[src/rtl/flash_field_gen.sv]
// Flash-field and overlay pixel generator for the lag-measurement video path.
// Frame counter with rotating jitter drives the flash cycle; pixels leave through a fixed 2-stage pipeline.
module flash_field_gen #(
  parameter int                    NUM_FIELDS  = 3,
  parameter int                    PERIOD      = 30,
  parameter int                    ON_FRAMES   = 5,
  parameter int                    JITTER_BITS = 3,
  parameter int                    DATA_WIDTH  = 24,
  parameter logic [DATA_WIDTH-1:0] FIELD_COLOR = '1
) (
  input  logic                     clock,
  input  logic                     resetn,
  input  logic                     enable,
  input  logic [1:0]               mode,
  input  logic                     frame_start,
  input  logic                     de,
  input  logic [11:0]              pos_x,
  input  logic [11:0]              pos_y,
  input  logic [48*NUM_FIELDS-1:0] field_rects,
  input  logic                     overlay_valid,
  input  logic                     overlay_bit,
  output logic                     starttrigger,
  output logic                     display_on,
  output logic [2:0]               field_sel,
  output logic                     de_out,
  output logic [DATA_WIDTH-1:0]    data
);

  localparam int JW   = (JITTER_BITS > 0) ? JITTER_BITS : 1;
  localparam int JMAX = (JITTER_BITS > 0) ? ((1 << JITTER_BITS) - 1) : 0;
  localparam int CW   = $clog2(PERIOD + JMAX + 1);

  logic [CW-1:0]         frame_cnt_r, cnt_next_s, limit_s;
  logic [JW-1:0]         jitter_r, jit_next_s;
  logic [2:0]            burst_r, burst_next_s;
  logic [1:0]            mode_q_r, mode_next_s;
  logic                  first_r, first_next_s, disp_next_s, trig_next_s;

  logic [NUM_FIELDS-1:0] rect_hit_s, hit_r;
  logic                  disp1_r, ovl_valid_r, ovl_bit_r, de1_r;
  logic [1:0]            mode1_r;
  logic [2:0]            burst1_r;
  logic                  sel_hit_s, lit_s;
  logic [DATA_WIDTH-1:0] pix_s;

  assign limit_s = CW'(PERIOD - 1) + CW'(jitter_r);

  // Flash-cycle sequencing; every decision uses the pre-event counter values
  always_comb begin
    cnt_next_s   = frame_cnt_r;
    jit_next_s   = jitter_r;
    burst_next_s = burst_r;
    mode_next_s  = mode_q_r;
    first_next_s = first_r;
    disp_next_s  = display_on;
    trig_next_s  = 1'b0;
    if (frame_start) begin
      if (enable) begin
        cnt_next_s = (frame_cnt_r < limit_s) ? frame_cnt_r + CW'(1) : '0;
        jit_next_s = (JITTER_BITS > 0) ? jitter_r + JW'(1) : '0;
        if (frame_cnt_r == '0) begin
          trig_next_s  = 1'b1;
          disp_next_s  = 1'b1;
          mode_next_s  = mode;
          first_next_s = 1'b0;
          // the very first cycle after reset lights field 0
          if (first_r) begin
            burst_next_s = burst_r;
          end else begin
            burst_next_s = (burst_r == 3'(NUM_FIELDS - 1)) ? 3'd0 : burst_r + 3'd1;
          end
        end else if (frame_cnt_r > CW'(ON_FRAMES - 1)) begin
          disp_next_s = 1'b0;
        end else begin
          disp_next_s = display_on;
        end
      end else begin
        disp_next_s = 1'b0;
      end
    end else begin
      trig_next_s = 1'b0;
    end
  end

  // Frame/flash state registers
  always_ff @(posedge clock) begin
    if (!resetn) begin
      frame_cnt_r  <= '0;
      jitter_r     <= '0;
      burst_r      <= 3'd0;
      mode_q_r     <= 2'd0;
      first_r      <= 1'b1;
      starttrigger <= 1'b0;
      display_on   <= 1'b0;
      field_sel    <= 3'd0;
    end else begin
      frame_cnt_r  <= cnt_next_s;
      jitter_r     <= jit_next_s;
      burst_r      <= burst_next_s;
      mode_q_r     <= mode_next_s;
      first_r      <= first_next_s;
      starttrigger <= trig_next_s;
      display_on   <= disp_next_s;
      field_sel    <= (mode_next_s == 2'd1) ? burst_next_s : 3'd0;
    end
  end

  // Half-open rectangle tests; a degenerate rectangle can never satisfy both bounds
  always_comb begin
    rect_hit_s = '0;
    for (int k = 0; k < NUM_FIELDS; k++) begin
      rect_hit_s[k] = (pos_x >= field_rects[48*k+36 +: 12]) && (pos_x < field_rects[48*k+24 +: 12]) &&
                      (pos_y >= field_rects[48*k+12 +: 12]) && (pos_y < field_rects[48*k +: 12]);
    end
  end

  // Stage 1: hit vector, flash state and overlay decision
  always_ff @(posedge clock) begin
    if (!resetn) begin
      hit_r       <= '0;
      disp1_r     <= 1'b0;
      mode1_r     <= 2'd0;
      burst1_r    <= 3'd0;
      ovl_valid_r <= 1'b0;
      ovl_bit_r   <= 1'b0;
      de1_r       <= 1'b0;
    end else begin
      hit_r       <= rect_hit_s;
      disp1_r     <= display_on;
      mode1_r     <= mode_q_r;
      burst1_r    <= burst_r;
      ovl_valid_r <= overlay_valid;
      ovl_bit_r   <= overlay_bit;
      de1_r       <= de;
    end
  end

  // Pixel priority: lit field, then overlay, then black
  always_comb begin
    sel_hit_s = 1'b0;
    for (int k = 0; k < NUM_FIELDS; k++) begin
      sel_hit_s = sel_hit_s | ((burst1_r == 3'(k)) & hit_r[k]);
    end
    lit_s = 1'b0;
    case (mode1_r)
      2'd1:    lit_s = sel_hit_s;
      2'd2:    lit_s = 1'b1;
      default: lit_s = |hit_r;
    endcase
    pix_s = '0;
    if (!de1_r) begin
      pix_s = '0;
    end else if (disp1_r && lit_s) begin
      pix_s = FIELD_COLOR;
    end else if (ovl_valid_r) begin
      pix_s = ovl_bit_r ? FIELD_COLOR : '0;
    end else begin
      pix_s = '0;
    end
  end

  // Stage 2: output pixel and qualifier
  always_ff @(posedge clock) begin
    if (!resetn) begin
      data   <= '0;
      de_out <= 1'b0;
    end else begin
      data   <= pix_s;
      de_out <= de1_r;
    end
  end

endmodule

[config.mk]
export PLATFORM = sky130hd
export DESIGN_NAME = flash_field_gen
export DESIGN_NICKNAME = d
export VERILOG_FILES = /design/src/rtl/flash_field_gen.sv
export SDC_FILE = /design/constraint.sdc
export NUM_CORES = 1
export LEC_CHECK = 0
export ABC_AREA = 1
export CORE_MARGIN = 4
export CORE_UTILIZATION = 40
export DETAILED_ROUTE_END_ITERATION = 8
export GPL_TIMING_DRIVEN = 1
export PLACE_DENSITY = 0.83
export SLEW_MARGIN = 5
export SYNTH_ARGS = -nofsm -noshare
export SYNTH_HDL_FRONTEND = slang
export SYNTH_SLANG_ARGS = --single-unit
[constraint.sdc]
create_clock -name clock -period 1.8 [get_ports clock]
set_clock_uncertainty 0.15 [all_clocks]
set_input_delay 0.54 -clock clock [delete_from_list [all_inputs] [get_ports clock]]
set_output_delay 0.54 -clock clock [all_outputs]
set_load 0.02 [all_outputs]
==> impl_metrics.csv <==
group,metric,value,unit
pwr,ir_drop,0.332,mV
sta,max_freq,524,MHz
yosys,avgSynthCellArea,6.62,sq um
clock_tree,cts-root-buf,"clkbuf_16",
route,viasPerCell,5.28,
die,die_h,123,um
yosys,synth-seq-cells,34,
yosys,synth_edf_count,0,
setup_path,crit_fanout,2,
route,drc,0,
min_path,min_path_type,"flop to flop",
setup_path,worstSetupStartpointType,"input port",
sta,finalHoldViolCount,0,
grt,grt_pass1_vias,5980,
route,drt_iter0_drc,398,
placed_design,place_congestion,0.906,
clock_tree,cts_buffer_depth,2,
run,drv_cap,0,
status,violations,"negative setup slack",
clock_tree,htreeDepth,2,
pwr,power.density,386,nW/um^2
yosys,synth_area,5250,sq um
yosys,yosys_warnings,0,
die,initial_core_util,0.413,
placed_design,post_dp_cell_area,7610,sq um
setup_path,crit_required,1820,ps
yosys,syn_nets,1120,
finish,final_common_cell,"inv_1",
grt,gr-usage-all-layers,0.229,
pwr,netSwitchingFraction,0.368,
yosys,synth.yosys.seq_area_share,0.130,
sta,final.setup.tns,-295,ps
placed_design,place_hpwl,13600,um
sta,drv_slew,0,
die,ioPinCount,207,
grt,grt_max_degree,14,
setup_path,path_class,"input port to flop",
yosys,syn_inst,794,
pwr,p_seq_frac,0.216,
yosys,synth_cell_type_count,29,
status,status,"finished, violations left",
route,dr.pass1.iters,5,
yosys,synthArstFlopShare,0,
route,num_vias,6354,
placed_design,place_ws,-725,ps
pwr,combinationalPowerShare,0.552,
sta,setup_viol,9,
finish,syn_to_final_growth,83.0,%
die,fp-row-count,41,
finish,layout.nets,1351,
pwr,p_leak,4.97,nW
sta,finalCriticalPeriod,1910,ps
route,routedWlPerCell,18.5,um
placed_design,dp_cells,1182,
die,die_x,123,um
setup_path,cp_data_arrival_time,1930,ps
finish,final_layout_size_suffix_gt1_frac,0.442,
finish,layout_common_cells,"110 x inv_1, 109 x nand2_1, 101 x ha_4",
pwr,p_int,2.35,mW
clock_tree,numCtsBuffers,5,
yosys,synthFlopType,"dfxtp_1",
die,fp.coreArea,12700,sq um
grt,grt_pass1_wl,27800,um
clock_tree,clk_pin_slew_worst_paths,50,ps
route,routed_wl,22300,um
grt,antenna_found_initial,7,
route,drtAntennaViolNets,0,
sta,rsz0062_at_grt,"yes",
grt,grt_remaining_overflow,0,
pwr,netSwitchingPower,1.36,mW
setup_path,endpoint_kind,"flop",
clock_tree,clock-sinks,34,
finish,fin_area,9610,sq um
pwr,pwr-share-clk,0.232,
die,die_area,15000,sq um
placed_design,portBuffers,206,
clock_tree,clk_latency,280,ps
sta,setup_ws,-108,ps
sta,slew_headroom,0.772,
sta,tightest_slew,341,ps
sta,period_share,1.06,
finish,finalNonFillerCells,1204,
clock_tree,cts_tree,"done",
pwr,finalPower,3.71,mW
Yosys cell counts, types with 4 or more instances:
| cell type | instances | area [sq um] |
|---|---|---|
| o21ai_0 | 26 | 130 |
| o21a_1 | 4 | 30.0 |
| a21o_1 | 4 | 30.0 |
| buf_4 | 23 | 173 |
| nor3_1 | 9 | 45.0 |
| nand3_1 | 24 | 120 |
| dfxtp_1 | 34 | 681 |
| inv_2 | 4 | 15.0 |
| nand4_1 | 8 | 50.1 |
| nand2_2 | 4 | 25.0 |
| inv_1 | 206 | 773 |
| a21oi_1 | 61 | 305 |
| xor2_1 | 5 | 43.8 |
| nor2_1 | 57 | 214 |
| ha_1 | 149 | 1860 |
| nand2_1 | 156 | 586 |
power groups by stage:
stage	logic (mW)	clock network, mW	registers, mW
after global placement	1.30	0	0.811
final	2.05	0.861	0.802
after floorplan	0.649	0	0.814
after global routing	2.22	0.905	0.804
after detailed placement	1.34	0	0.812
after CTS	1.60	0.851	0.800
worst paths after layout:
check / from / endpoint / slack [ps] / cells after the start
setup / recovery: field_rects[135] / hit_r[2]$_SDFF_PN0_ / -110 / 7
hold / removal: ovl_bit_r$_SDFF_PN0_ / data[22]$_SDFF_PN0_ / 290 / 2
setup reg to reg: jitter_r[2]$_SDFFE_PN0P_ / frame_cnt_r[2]$_SDFFE_PN0P_ / -40 / 10
hold reg to reg: ovl_bit_r$_SDFF_PN0_ / data[22]$_SDFF_PN0_ / 290 / 2
layout make-up:
class,instances,area [sq um]
multi-input cells,525,5450
inverters,210,788
well taps,172,215
flip-flops and latches,34,688
fillers,804,3110
repair buffers,249,2310
diodes,6,15.0
clock inverters,1,5.00
clock buffers,7,143
per-layer routing:
metal	wire length (um)	track usage	part of all wire	vias up
li1	-	-	-	2951
met1	8170	0.264	0.37	2910
met2	11400	0.426	0.51	360
met3	1230	0.0258	0.055	131
met4	1450	0.0966	0.065	2
met5	13	0	0.00058	-
state kept, by name (all words and copies together) (netlist names):
signal	flops
frame_cnt_r	6
burst1_r	3
burst_r	3
field_sel	3
hit_r	3
jitter_r	3
mode1_r	2
mode_q_r	2
data	1
de1_r	1
de_out	1
disp1_r	1
display_on	1
first_r	1
ovl_bit_r	1
ovl_valid_r	1
starttrigger	1
worst max-delay path, cell delays in order:
cell             delay [ps]
clkdlybuf4s50_1         470
inv_1                    50
ha_1                    290
a21oi_1                 230
a21oi_2                  90
nor2_1                  180
nor2_1                   70
through the flow:
stage	hold slack (ps)	util
2_1_floorplan	257	-
5_1_grt	337	0.756
3_5_place_dp	278	0.598
4_1_cts	288	0.681
6_report	288	0.756
3_3_place_gp	271	0.598
cells by family after synthesis:
kind of cell | after synthesis | share of synthesized area
fa+ha+maj | 149 | 0.355
buf+inv | 235 | 0.185
compound gates | 103 | 0.104
flops | 34 | 0.130
xor+xnor | 5 | 0.00834
simple gates | 268 | 0.218
timing repair:
| action | in CTS | in global routing |
|---|---|---|
| pin swaps | 118 | 122 |
| gates resized for setup | 357 | 348 |
| cloned | 0 | 0 |
| endpoints found under the setup margin | 39 | 39 |
| setup buffers | 5 | 5 |
| hold buffers | 0 | 0 |
Note: power is estimated with default switching activity, not from simulation.
